$ cat src/rtl/param_circular_fifo_pkg.sv
// Shared defaults and operation encoding for the parameterised circular FIFO.
// Define FIFO_ERR_FLAGS_EN at compile time to add the sticky OVERFLOW/UNDERFLOW outputs.
package param_circular_fifo_pkg;

  localparam int DEF_DATA_WIDTH = 8;
  localparam int DEF_DEPTH      = 16;
  localparam int DEF_AF_OFFSET  = 4;   // ALMOST_FULL threshold sits this far below DEPTH
  localparam int DEF_AE_THRESH  = 2;

  // Accepted operation on a given edge, encoded as {wr_acc, rd_acc}.
  typedef enum logic [1:0] {
    OP_IDLE = 2'b00,
    OP_RD   = 2'b01,
    OP_WR   = 2'b10,
    OP_BOTH = 2'b11
  } fifo_op_e;

endpackage

$ cat src/rtl/fifo_mem_1r1w.sv
// DEPTH x DATA_WIDTH register array with one synchronous write port and one
// synchronous read port; the read register clears on rst, the array does not.
module fifo_mem_1r1w #(
  parameter  int DATA_WIDTH = 8,
  parameter  int DEPTH      = 16,
  localparam int ADDR_WIDTH = $clog2(DEPTH)
) (
  input  logic                  clk,
  input  logic                  rst,
  input  logic                  we,
  input  logic [ADDR_WIDTH-1:0] waddr,
  input  logic [DATA_WIDTH-1:0] wdata,
  input  logic                  re,
  input  logic [ADDR_WIDTH-1:0] raddr,
  output logic [DATA_WIDTH-1:0] rdata
);

  logic [DATA_WIDTH-1:0] mem [DEPTH];

  // NOTE: the array has no reset on purpose; clearing it would turn it into a
  // huge reset fan-out for no functional gain, since the pointers gate every read.
  always_ff @(posedge clk) begin
    if (we) mem[waddr] <= wdata;
  end

  // NOTE: non-blocking assignment makes a same-address read and write on one
  // edge return the old word, which the full-and-both-strobes case relies on.
  always_ff @(posedge clk) begin
    if (rst)     rdata <= '0;
    else if (re) rdata <= mem[raddr];
  end

endmodule

$ cat src/rtl/param_circular_fifo.sv
// Synchronous circular FIFO with fill level and programmable almost flags.
// Optional sticky OVERFLOW/UNDERFLOW outputs when FIFO_ERR_FLAGS_EN is defined.
module param_circular_fifo
  import param_circular_fifo_pkg::*;
#(
  parameter  int DATA_WIDTH = DEF_DATA_WIDTH,
  parameter  int DEPTH      = DEF_DEPTH,
  parameter  int AF_THRESH  = DEPTH - DEF_AF_OFFSET,
  parameter  int AE_THRESH  = DEF_AE_THRESH,
  localparam int ADDR_WIDTH = $clog2(DEPTH)
) (
  input  logic                  FCLK,
  input  logic                  FRST,
  input  logic                  WR_EN,
  input  logic                  RD_EN,
  input  logic [DATA_WIDTH-1:0] DATA_IN,
  output logic [DATA_WIDTH-1:0] DATA_OUT,
  output logic                  EMPTY,
  output logic                  FULL,
  output logic                  ALMOST_EMPTY,
  output logic                  ALMOST_FULL,
  output logic [ADDR_WIDTH:0]   COUNT
`ifdef FIFO_ERR_FLAGS_EN
  ,
  output logic                  OVERFLOW,
  output logic                  UNDERFLOW
`endif
);

  localparam logic [ADDR_WIDTH:0] ONE    = 1;
  localparam logic [ADDR_WIDTH:0] AF_CNT = (ADDR_WIDTH + 1)'(AF_THRESH);
  localparam logic [ADDR_WIDTH:0] AE_CNT = (ADDR_WIDTH + 1)'(AE_THRESH);

  if (DEPTH < 2 || (DEPTH & (DEPTH - 1)) != 0) begin : g_bad_depth
    $error("param_circular_fifo: DEPTH must be a power of two >= 2");
  end
  if (!(AE_THRESH >= 0 && AE_THRESH < AF_THRESH && AF_THRESH <= DEPTH)) begin : g_bad_thresh
    $error("param_circular_fifo: thresholds must satisfy 0 <= AE < AF <= DEPTH");
  end

  // Pointers carry one extra wrap bit so full and empty are distinguishable.
  logic [ADDR_WIDTH:0] wr_ptr, rd_ptr, count_q;
  logic                wr_acc, rd_acc;
  fifo_op_e            op;

  assign EMPTY        = (wr_ptr == rd_ptr);
  assign FULL         = (wr_ptr[ADDR_WIDTH-1:0] == rd_ptr[ADDR_WIDTH-1:0]) &&
                        (wr_ptr[ADDR_WIDTH] != rd_ptr[ADDR_WIDTH]);
  assign ALMOST_EMPTY = (count_q <= AE_CNT);
  assign ALMOST_FULL  = (count_q >= AF_CNT);
  assign COUNT        = count_q;

  // A write into a full FIFO is allowed only when a read frees the head slot.
  assign wr_acc = WR_EN & (~FULL | RD_EN);
  assign rd_acc = RD_EN & ~EMPTY;
  assign op     = fifo_op_e'({wr_acc, rd_acc});

  always_ff @(posedge FCLK) begin
    if (FRST) begin
      wr_ptr  <= '0;
      rd_ptr  <= '0;
      count_q <= '0;
    end else begin
      if (wr_acc) wr_ptr <= wr_ptr + ONE;
      if (rd_acc) rd_ptr <= rd_ptr + ONE;
      case (op)
        OP_WR:   count_q <= count_q + ONE;
        OP_RD:   count_q <= count_q - ONE;
        default: count_q <= count_q;
      endcase
    end
  end

`ifdef FIFO_ERR_FLAGS_EN
  always_ff @(posedge FCLK) begin
    if (FRST) begin
      OVERFLOW  <= 1'b0;
      UNDERFLOW <= 1'b0;
    end else begin
      if (WR_EN && FULL && !RD_EN) OVERFLOW  <= 1'b1;
      if (RD_EN && EMPTY)          UNDERFLOW <= 1'b1;
    end
  end
`endif

  fifo_mem_1r1w #(
    .DATA_WIDTH (DATA_WIDTH),
    .DEPTH      (DEPTH)
  ) u_mem (
    .clk   (FCLK),
    .rst   (FRST),
    .we    (wr_acc),
    .waddr (wr_ptr[ADDR_WIDTH-1:0]),
    .wdata (DATA_IN),
    .re    (rd_acc),
    .raddr (rd_ptr[ADDR_WIDTH-1:0]),
    .rdata (DATA_OUT)
  );

endmodule

$ cat config.mk
export PLATFORM = sky130hd
export DESIGN_NAME = param_circular_fifo
export DESIGN_NICKNAME = d
export VERILOG_FILES = /design/src/rtl/param_circular_fifo_pkg.sv /design/src/rtl/fifo_mem_1r1w.sv /design/src/rtl/param_circular_fifo.sv
export SDC_FILE = /design/constraint.sdc
export NUM_CORES = 1
export LEC_CHECK = 0
export CAP_MARGIN = 20
export CORE_MARGIN = 8
export CORE_UTILIZATION = 60
export CTS_CLUSTER_SIZE = 16
export DETAILED_ROUTE_END_ITERATION = 12
export HOLD_SLACK_MARGIN = 0.08
export PLACE_DENSITY = 0.89
export SETUP_SLACK_MARGIN = 0.05
export SYNTH_ARGS = -nofsm -noshare
export SYNTH_HDL_FRONTEND = slang
export SYNTH_SLANG_ARGS = --single-unit
export TNS_END_PERCENT = 30
$ cat constraint.sdc
create_clock -name FCLK -period 5.7 [get_ports FCLK]
set_input_delay 1.425 -clock FCLK [delete_from_list [all_inputs] [get_ports FCLK]]
set_output_delay 1.425 -clock FCLK [all_outputs]
set_load 0.03 [all_outputs]
# After elaboration in Yosys (flattened, before gate mapping)
# Memory sizes are Yosys's and may differ from the RTL's. A register that Yosys moved wholly into a read port is not among the register bits.
# Cells that the tools add are included.
# totals
ram_bits	128
mem_count	1
wordCells	25
regBits	15
# classes
mux	3
n_reduce_logical	2
bitwise_logic	5
add_sub_neg	4
n_lt_le_gt_ge	2
n_eq_ne	5
# mem_list
name	depth	width	rd	rd_ports_with_merged_regs	write_ports	line	text
u_mem.mem	16	8	1	1	1	fifo_mem_1r1w.sv:18	logic [DATA_WIDTH-1:0] mem [DEPTH];
# ops
op	count
5-bit by 1-bit adder with 5-bit output (second input constant)	3
5-bit case mux with 2 select lines	1
5-bit equality test	1
5-bit by 4-bit greater-or-equal comparator with 1-bit output (second input constant)	1
5-bit by 2-bit less-or-equal comparator with 1-bit output (second input constant)	1
5-bit by 1-bit subtractor with 5-bit output (second input constant)	1
4-bit equality test	1
1-bit AND	2
2-bit by 1-bit equality test with 1-bit output (second input constant)	1
2-bit equality test (second input constant)	1
1-bit two-way mux	2
1-bit NOT	2
2-bit nonzero test	1
1-bit logical AND	1
1-bit != test	1
1-bit bitwise OR	1

# Longest topological paths before layout
# Gate-level depths: netlist of the first run.
# logic_depth
depth_word	7
mapped_depth	13
ltp_nobuf	11

# Cells and area by module
# From an unflattened synthesis of the first run, not the netlist that was laid out.
# unflattened
hier_cells	405
area_unflattened_um2	6195.9
# modules_own_cells
module	area_each_um2	instances	cells_each	seq_area_each_um2
fifo_mem_1r1w	5343.9	1	316	4003.8
param_circular_fifo	852.1	1	89	300.3

# Least setup slack after synthesis of the first run
# OpenSTA, ideal clock, no wires.
# synth_timing
path_kind	input port to flip-flop
startpoint	input RD_EN
endpoint	register count_q[4] (netlist: COUNT[4])
setup_ns	0.071
required_ns	5.629
path_buffers	2
t_arrival_ns	3.734
path_slack_ns	1.896
path_stages	11
path_cell_list	clkbuf_1 > o31a_1 > clkbuf_1 > inv_1 > ha_1 > fa_1 > a21o_1 > a21oi_1 > xor2_1 > or3_1 > a21oi_1
# synth_between
elab_chain_cells	4
elab_cells_between_ends	7
# synth_lines
element	line	text
start, declared	param_circular_fifo.sv:15	input logic RD_EN,
1-bit bitwise OR	param_circular_fifo.sv:54	assign wr_acc = WR_EN & (~FULL | RD_EN);
1-bit AND	param_circular_fifo.sv:54	
2-bit by 1-bit equality test with 1-bit output / 2-bit equality test (equally long branches)	param_circular_fifo.sv:66	case (op)
5-bit case mux with 2 select lines / 2-bit nonzero test (equally long branches)	-	
end signal, assigned	param_circular_fifo.sv:67	OP_WR: count_q <= count_q + ONE;
end signal, assigned	param_circular_fifo.sv:68	OP_RD: count_q <= count_q - ONE;
end signal, assigned	param_circular_fifo.sv:69	default: count_q <= count_q;
end, declared	param_circular_fifo.sv:42	logic [ADDR_WIDTH:0] wr_ptr, rd_ptr, count_q;
# Several ways; a longest one is shown, not always the timed one.
# A chain may end at the register's enable or synchronous reset.

# Worst setup path after layout of the first run
# layout_timing
startpoint	register rd_ptr[3]
endpoint	output FULL
# layout_between
elab_chain_cells	2
# layout_lines
element	line	text
start, declared	param_circular_fifo.sv:42	
start signal, assigned	param_circular_fifo.sv:65	if (rd_acc) rd_ptr <= rd_ptr + ONE;
4-bit equality test	param_circular_fifo.sv:47	assign FULL = (wr_ptr[ADDR_WIDTH-1:0] == rd_ptr[ADDR_WIDTH-1:0]) &&
1-bit logical AND	param_circular_fifo.sv:47	
end, declared	param_circular_fifo.sv:19	output logic FULL,
# No other way between the ends.

==> impl_metrics.env, run 1 <==
export IMPL_outcome="finished, final reports clean"
export IMPL_die_w_microns=119
export IMPL_startpoint_type="register"
export IMPL_areaGrowthSynthToFinish_pct=15.5
export IMPL_cts_buffers=17
export IMPL_worstSetupStartpoint="rd_ptr[3]"
export IMPL_ir_worst_vdd_mv=0.233
export IMPL_tightest_slew_ns=0.904
export IMPL_grt_pass1_vias=3513
export IMPL_power_density_nw_per_um2=396
export IMPL_row_count=37
export IMPL_first_pass_iters=5
export IMPL_finalCriticalPeriod_ns=4.28
export IMPL_maxCapViolCount=0
export IMPL_fin_tns_setup_ns=0
export IMPL_slew_viol_final=0
export IMPL_hold_path_startpoint="u_mem.rdata[5]"
export IMPL_port_buffers=28
export IMPL_leakagePower_uw=0.00245
export IMPL_clk_latency_ns=0.54
export IMPL_grt_antenna_before_repair=0
export IMPL_syn_area_sq_um=6300
export IMPL_die_area_sq_um=14000
export IMPL_syn_num_nets=380
export IMPL_min_period_over_period_pct=75.0
export IMPL_ys_seq_area_share_pct=68.3
export IMPL_cts_hold_buf=0
export IMPL_antenna_cells=0
export IMPL_grt_overflow=0
export IMPL_cts_buffer_depth=2
export IMPL_dp_hpwl_microns=7670
export IMPL_hold_viol_final=0
export IMPL_cts_sinks=151
export IMPL_synth_seq_cells=151
export IMPL_synth_edf_count=128
export IMPL_die_y_microns=119
export IMPL_antenna_left=0
export IMPL_p_comb_share_pct=14.7
export IMPL_crit_arrival_ns=2.85
export IMPL_ios=29
export IMPL_worst_path_max_fanout=19
export IMPL_yosys_most_used_dff="edfxtp_1"
export IMPL_nNetsFinal=410
export IMPL_grt_pass1_wl_microns=20300
export IMPL_clock_skew_final_ns=0.00717
export IMPL_synthCells=358
export IMPL_top_layer_used="met4"
export IMPL_syn_avg_cell_area_sq_um=17.6
export IMPL_start_util_pct=61.3
export IMPL_coreArea_sq_um=10300
export IMPL_internal_power_uw=2160
export IMPL_crit_type="reg2out"
export IMPL_cts_resized=0
export IMPL_seq_power_share_pct=43.9
export IMPL_met1_length_microns=5200
export IMPL_ys_types=43
export IMPL_vias=3444
export IMPL_drc=0
export IMPL_routed_via_density=6.41
export IMPL_path_clk_slew_ns=0.06
export IMPL_relSlewSlack_pct=39.6
export IMPL_clkPwrFrac_pct=41.4
export IMPL_setup_viol=0
export IMPL_hold_path_class="reg2reg"
export IMPL_wl_per_cell_microns=24.3
export IMPL_async_reset_ff_share_pct=0
export IMPL_fmax_mhz=234
export IMPL_wl_met2_microns=6480
export IMPL_grt_max_degree=45
export IMPL_met3_length_microns=980
export IMPL_routed_wl_microns=13100
export IMPL_htreeDepth=4
export IMPL_worstReg2RegStart="rd_ptr[3]"
export IMPL_rsz0062_at_grt="no"
export IMPL_cp_end_kind="primary output"
export IMPL_drt_first_iter_violations=356
export IMPL_crit_required_ns=4.28
export IMPL_post_cts_buffers=0
export IMPL_cts_tree="built"
export IMPL_root_buffer="clkbuf_8"
export IMPL_drive_above_1_share_pct=16.0
export IMPL_ys_warn_count=0
export IMPL_globalRouteTotalUtil_pct=19.5
export IMPL_p_sw_share_pct=25.0
export IMPL_whs_ns=0.506
export IMPL_gp_congestion=0.772
export IMPL_p_sw_uw=722
## kinds of logic after synthesis
logic type / share of synthesized area [%]
multiplexers: 14.7
XOR/XNOR: 2.36
AO/OA/AOI/OAI: 5.44
adder cells (fa/ha/maj): 2.10
buffers and inverters: 2.30
AND/OR/NAND/NOR: 4.86
flip-flops: 68.3
## power by group through the flow
stage	Combinational, uW	Sequential, uW	Clock, uW
after floorplan	238	1330	0
after global placement	407	1280	0
after detailed placement	421	1290	0
after CTS	427	1270	1200
after global routing	457	1270	1240
final	425	1270	1190
## cell usage after synthesis (all sizes together), types with 2 or more instances
cell	n	area share (%)
a21o	3	0.36
nand2	3	0.18
a21oi	5	0.40
buf	14	1.6
nor3	9	0.71
nand4	2	0.30
dfxtp	23	7.3
o211ai	2	0.24
xor2	7	0.97
clkbuf	7	0.42
xnor2	10	1.4
o22ai	8	0.79
o21ai	2	0.34
mux2i	11	1.7
a211oi	16	2.5
edfxtp	128	61
mux4	24	9.9
nor2	25	1.5
nor2b	5	0.50
and3	13	1.3
ha	9	1.8
mux2	17	3.0
inv	4	0.24
and2	2	0.20
## path summary, 6_finish.rpt
| check | endpoint | cells past startpoint | slack (ns) |
|---|---|---|---|
| setup reg to reg | COUNT[4] | 11 | 1.90 |
| setup / recovery | FULL | 4 | 1.42 |
| hold reg to reg | u_mem.rdata[5] | 2 | 0.51 |
| hold / removal | u_mem.rdata[5] | 2 | 0.51 |
## area by class of cell
type	count	area, sq um
Sequential cell	151	4310
Tap cell	136	170
Multi-Input combinational cell	181	1860
Inverter	5	18.8
Clock buffer	19	422
Clock inverter	13	203
Fill cell	594	3000
Timing Repair Buffer	32	308
## flip-flops by register name (all words and copies together), names as in the netlist
signal,flops
u_mem.mem,128
COUNT,5
wr_ptr,5
u_mem.rdata,8
rd_ptr,5
## critical path, cell delays in order, from the launching register on
cell and delay, ns:
dfxtp_1 0.87, xnor2_1 0.21, nand4_2 0.30, nor2_1 0.21
clkdlybuf4s50_1 0.72
## stage by stage
stage / instances / utilization (%) / total power (uW) / setup slack (ns) / area (sq um)
2_1_floorplan: 358 / - / 1570 / 1.90 / 6300
3_3_place_gp: 504 / 64.7 / 1690 / 1.45 / 6650
3_5_place_dp: 505 / 64.8 / 1710 / 1.29 / 6660
6_report: 537 / 70.9 / 2890 / 1.42 / 7280
5_1_grt: 537 / 70.9 / 2970 / 1.27 / 7280
4_1_cts: 537 / 70.9 / 2890 / 1.40 / 7280
## per-layer routing
metal / track usage, % / up-vias
met4: 10.6 / 0
met5: 0 / -
li1: - / 1490
met2: 31.4 / 163
met3: 5.71 / 38
met1: 23.5 / 1753
## layout by cell type, fill, tap and decap left out, drive strengths merged, types with 8 or more instances in the layout
cell / count
nor2: 25
clkbuf: 19
dfxtp: 23
and3: 13
mux2: 17
edfxtp: 128
a211oi: 16
xnor2: 10
ha: 9
nor3: 9
mux4: 24
o22ai: 8
mux2i: 11
clkdlybuf4s50: 28
Power figures use the tool's default switching activity.
==> run 2: changes to the inputs <==
- CORE_UTILIZATION: 60 -> 54
- PLACE_DENSITY: 0.89 -> 0.85
- clock period: 5.7 -> 3.5 ns (I/O delays scaled with it)
==> impl_metrics.env, run 2 (synthesis gave the netlist of run 1 again) <==
export IMPL_outcome="finished, final reports clean"
export IMPL_relSlewSlack_pct=31.0
export IMPL_grt_overflow=0
export IMPL_clkPwrFrac_pct=40.4
export IMPL_row_count=39
export IMPL_vias=3459
export IMPL_wl_per_cell_microns=23.9
export IMPL_post_cts_buffers=0
export IMPL_grt_pass1_vias=3582
export IMPL_port_buffers=28
export IMPL_cts_buffers=17
export IMPL_cts_tree="built"
export IMPL_drt_first_iter_violations=360
export IMPL_cts_buffer_depth=2
export IMPL_areaGrowthSynthToFinish_pct=16.4
export IMPL_clk_latency_ns=0.43
export IMPL_internal_power_uw=3350
export IMPL_p_comb_share_pct=15.3
export IMPL_drive_above_1_share_pct=17.9
export IMPL_ir_worst_vdd_mv=0.478
export IMPL_grt_pass1_wl_microns=20100
export IMPL_cts_sinks=151
export IMPL_antenna_cells=0
export IMPL_grt_antenna_before_repair=0
export IMPL_fmax_mhz=307
export IMPL_die_area_sq_um=15400
export IMPL_min_period_over_period_pct=93.1
export IMPL_nNetsFinal=416
export IMPL_drc=0
export IMPL_fin_tns_setup_ns=0
export IMPL_power_density_nw_per_um2=634
export IMPL_p_sw_share_pct=28.1
export IMPL_dp_hpwl_microns=7830
export IMPL_crit_required_ns=2.62
export IMPL_finalCriticalPeriod_ns=3.26
export IMPL_coreArea_sq_um=11400
export IMPL_fin_util_pct=64.3
export IMPL_final_cell_mix="edfxtp_1 (128), clkdlybuf4s50_1 (28), nor2_1 (25)"
export IMPL_p_sw_uw=1310
export IMPL_die_w_microns=124
export IMPL_cts_resized=0
export IMPL_placedCellCount=518
export IMPL_final_common_cell="edfxtp_1"
export IMPL_rsz0062_at_grt="no"
export IMPL_routed_wl_microns=13100
export IMPL_worst_path_max_fanout=9
export IMPL_first_pass_iters=5
export IMPL_antenna_left=0
export IMPL_regMostFlops="u_mem.mem"
export IMPL_htreeDepth=4
export IMPL_hold_path_class="reg2reg"
export IMPL_seq_power_share_pct=44.3
export IMPL_grt_max_degree=44
export IMPL_whs_ns=0.492
export IMPL_maxCapViolCount=0
export IMPL_setup_viol=0
export IMPL_die_y_microns=124
export IMPL_largest_reg_flops=128
export IMPL_crit_type="reg2out"
export IMPL_final_cells=550
export IMPL_slew_viol_final=0
export IMPL_power_uw=4650
export IMPL_path_clk_slew_ns=0.06
export IMPL_root_buffer="clkbuf_16"
export IMPL_tightest_slew_ns=1.03
export IMPL_gp_congestion=0.796
export IMPL_startpoint_type="register"
export IMPL_cts_hold_buf=0
export IMPL_leakagePower_uw=0.00248
export IMPL_cp_end_kind="primary output"
export IMPL_clock_skew_final_ns=0.00955
export IMPL_start_util_pct=55.2
export IMPL_routed_via_density=6.29
export IMPL_crit_arrival_ns=2.38
export IMPL_ios=29
export IMPL_hold_viol_final=0
export IMPL_globalRouteTotalUtil_pct=18.2
export IMPL_reg_top3="u_mem.mem x128, u_mem.rdata x8"
==> run 2: cell types whose count changed in the layout (fill, tap and decap cells not counted), sizes merged <==
| cell | before | now |
|---|---|---|
| inv | 5 | 14 |
| buf | 4 | 10 |
| bufinv | 5 | 1 |
| clkbuf | 19 | 17 |
| clkinv | 7 | 5 |
| clkinvlp | 1 | 0 |
==> run 2: path summary, 6_finish.rpt <==
path	from	to	slack (ns)	cells past startpoint
worst min-delay path	u_mem.rdata[7]	u_mem.rdata[7]	0.49	2
worst max register to register	wr_ptr[2]	COUNT[4]	0.52	11
worst max-delay path	wr_ptr[2]	FULL	0.24	4
worst min register to register	u_mem.rdata[7]	u_mem.rdata[7]	0.49	2
==> run 2: metal layers <==
metal,track usage (%),part of all wire (%),up-vias
met4,8.40,1.9,0
met2,29.8,50,187
met3,5.71,8.8,21
li1,-,-,1504
met5,0,0,-
met1,21.8,39,1747
==> run 2: layout make-up <==
cell class,instances,area [sq um]
timing repair buffer,38,355
multi-input combinational,181,1860
sequential,151,4310
clock buffer,17,425
tap,143,179
inverter,5,18.8
clock inverter,15,200
fill,715,4080
==> run 2: power groups by stage <==
stage          registers, uW  clock network [uW]  logic [uW]
5_1_grt                 2070                1970         761
6_report                2060                1880         712
4_1_cts                 2060                1890         714
2_1_floorplan           2160                   0         388
3_5_place_dp            2100                   0         696
3_3_place_gp            2090                   0         677
==> run 2: stage by stage <==
step,setup WS (ns),area [sq um]
after floorplan,0.246,6300
after global placement,0.237,6710
after detailed placement,0.152,6710
after CTS,0.262,7340
after global routing,0.119,7340
final,0.243,7340
==> run 2: worst max-delay path, stage by stage, from the launching register on <==
cell and delay [ns]:
dfxtp_1 0.53, xnor2_1 0.20, nand4_2 0.30, nor2_1 0.23, clkdlybuf4s50_1 0.70
==> run 3: changes to the inputs <==
- PLACE_DENSITY: 0.85 -> 0.75
- SETUP_SLACK_MARGIN: 0.05 -> 0.1
==> impl_metrics.env, run 3 (synthesis gave the netlist of run 1 again) <==
export IMPL_outcome="finished, final reports clean"
export IMPL_path_clk_slew_ns=0.06
export IMPL_nNetsFinal=418
export IMPL_cts_sinks=151
export IMPL_start_util_pct=55.2
export IMPL_regMostFlops="u_mem.mem"
export IMPL_cts_buffers=17
export IMPL_final_cell_mix="edfxtp_1 (128), clkdlybuf4s50_1 (28), nor2_1 (25)"
export IMPL_power_uw=4630
export IMPL_setup_slack_ns=0.384
export IMPL_die_y_microns=124
export IMPL_gp_congestion=0.799
export IMPL_critPathMaxStageDelay_ns=0.69
export IMPL_fillers=806
export IMPL_post_cts_buffers=0
export IMPL_routed_via_density=6.05
export IMPL_drt_first_iter_violations=263
export IMPL_power_density_nw_per_um2=631
export IMPL_die_area_sq_um=15400
export IMPL_tightest_slew_ns=0.649
export IMPL_ios=29
export IMPL_vias=3339
export IMPL_maxCapViolCount=0
export IMPL_cts_hold_buf=0
export IMPL_row_count=39
export IMPL_grt_antenna_before_repair=0
export IMPL_final_common_cell="edfxtp_1"
export IMPL_grt_pass1_wl_microns=18900
export IMPL_dp_hpwl_microns=7620
export IMPL_min_period_over_period_pct=89.0
export IMPL_wl_per_cell_microns=22.5
export IMPL_htreeDepth=4
export IMPL_startpoint_type="register"
export IMPL_port_buffers=28
export IMPL_slew_viol_final=0
export IMPL_cts_resized=0
export IMPL_routed_wl_microns=12400
export IMPL_grt_max_degree=44
export IMPL_clock_skew_final_ns=0.00861
export IMPL_hold_viol_final=0
export IMPL_worst_path_max_fanout=9
export IMPL_setup_viol=0
export IMPL_antenna_cells=0
export IMPL_cp_slowest_cell="clkdlybuf4s50_1"
export IMPL_crit_arrival_ns=2.24
export IMPL_hold_path_class="reg2reg"
export IMPL_crit_chain="xnor2_1, nand4_2, nor2_1, clkdlybuf4s50_1"
export IMPL_rsz0062_at_grt="no"
export IMPL_relSlewSlack_pct=56.6
export IMPL_largest_reg_flops=128
export IMPL_antenna_left=0
export IMPL_die_w_microns=124
export IMPL_globalRouteTotalUtil_pct=17.3
export IMPL_fmax_mhz=321
export IMPL_grt_pass1_vias=3291
export IMPL_leakagePower_uw=0.00247
export IMPL_crit_type="reg2out"
export IMPL_drc=0
export IMPL_finalCriticalPeriod_ns=3.12
export IMPL_reg_top3="u_mem.mem x128, u_mem.rdata x8"
export IMPL_place_ws_ns=0.245
export IMPL_crit_family="buffers and inverters"
export IMPL_coreArea_sq_um=11400
export IMPL_cp_num_buf_inv=1
export IMPL_drive_above_1_share_pct=17.6
export IMPL_fin_tns_setup_ns=0
export IMPL_r2r_slack_ns=0.59
export IMPL_crit_required_ns=2.62
export IMPL_grt_overflow=0
export IMPL_first_pass_iters=5
export IMPL_cp_end_kind="primary output"
export IMPL_areaGrowthSynthToFinish_pct=16.4
export IMPL_cts_buffer_depth=2
export IMPL_root_buffer="clkbuf_16"
export IMPL_cts_tree="built"
export IMPL_clk_latency_ns=0.42
export IMPL_ir_worst_vdd_mv=0.360
[run 3: worst register-to-register path, delay by kind of cell (launching register included)]
| family | cells | cell delay [ns] |
|---|---|---|
| fa+ha+maj | 2 | 0.59 |
| simple gates | 2 | 0.59 |
| flops | 1 | 0.49 |
| compound gates | 4 | 0.84 |
| buf+inv | 1 | 0.06 |
| xor+xnor | 2 | 0.27 |
[run 3: power breakdown]
part | total [uW] | switching, uW | internal (uW) | leakage, uW
Combinational | 700 | 410 | 290 | 0.000845
Clock | 1870 | 690 | 1180 | 0.000279
Sequential | 2060 | 47.0 | 2010 | 0.00134
[run 3: per-stage QoR]
stage                     std cells  util (%)  instance area (sq um)  hold slack (ns)
after floorplan                 358         -                   6300            0.538
after global placement          520      58.9                   6730            0.482
after detailed placement        520      58.9                   6730            0.484
after CTS                       552      64.3                   7340            0.496
after global routing            552      64.3                   7340            0.510
final                           552      64.3                   7340            0.494
[run 3: path summary, 6_finish.rpt]
check	from	end	depth (start not counted)
worst max-delay path	wr_ptr[2]	FULL	4
worst min-delay path	u_mem.rdata[1]	u_mem.rdata[1]	2
worst min register to register	u_mem.rdata[1]	u_mem.rdata[1]	2
worst max register to register	wr_ptr[2]	COUNT[4]	11
[run 3: cell type report]
type	instances	area [sq um]	share of cell area, %
Sequential cell	151	4310	58.7
Multi-Input combinational cell	181	1860	25.3
Clock buffer	18	429	5.85
Timing Repair Buffer	40	370	5.05
Clock inverter	14	183	2.49
Tap cell	143	179	2.44
Inverter	5	18.8	0.256
[run 3: layer usage]
metal  GRT usage, %  wire length [microns]  vias to the layer above
met2           25.4                   5850                      123
met5              0                      0                        -
met1           22.8                   5430                     1687
met4           9.59                    329                        0
met3           4.94                    799                       23
li1               -                      -                     1506
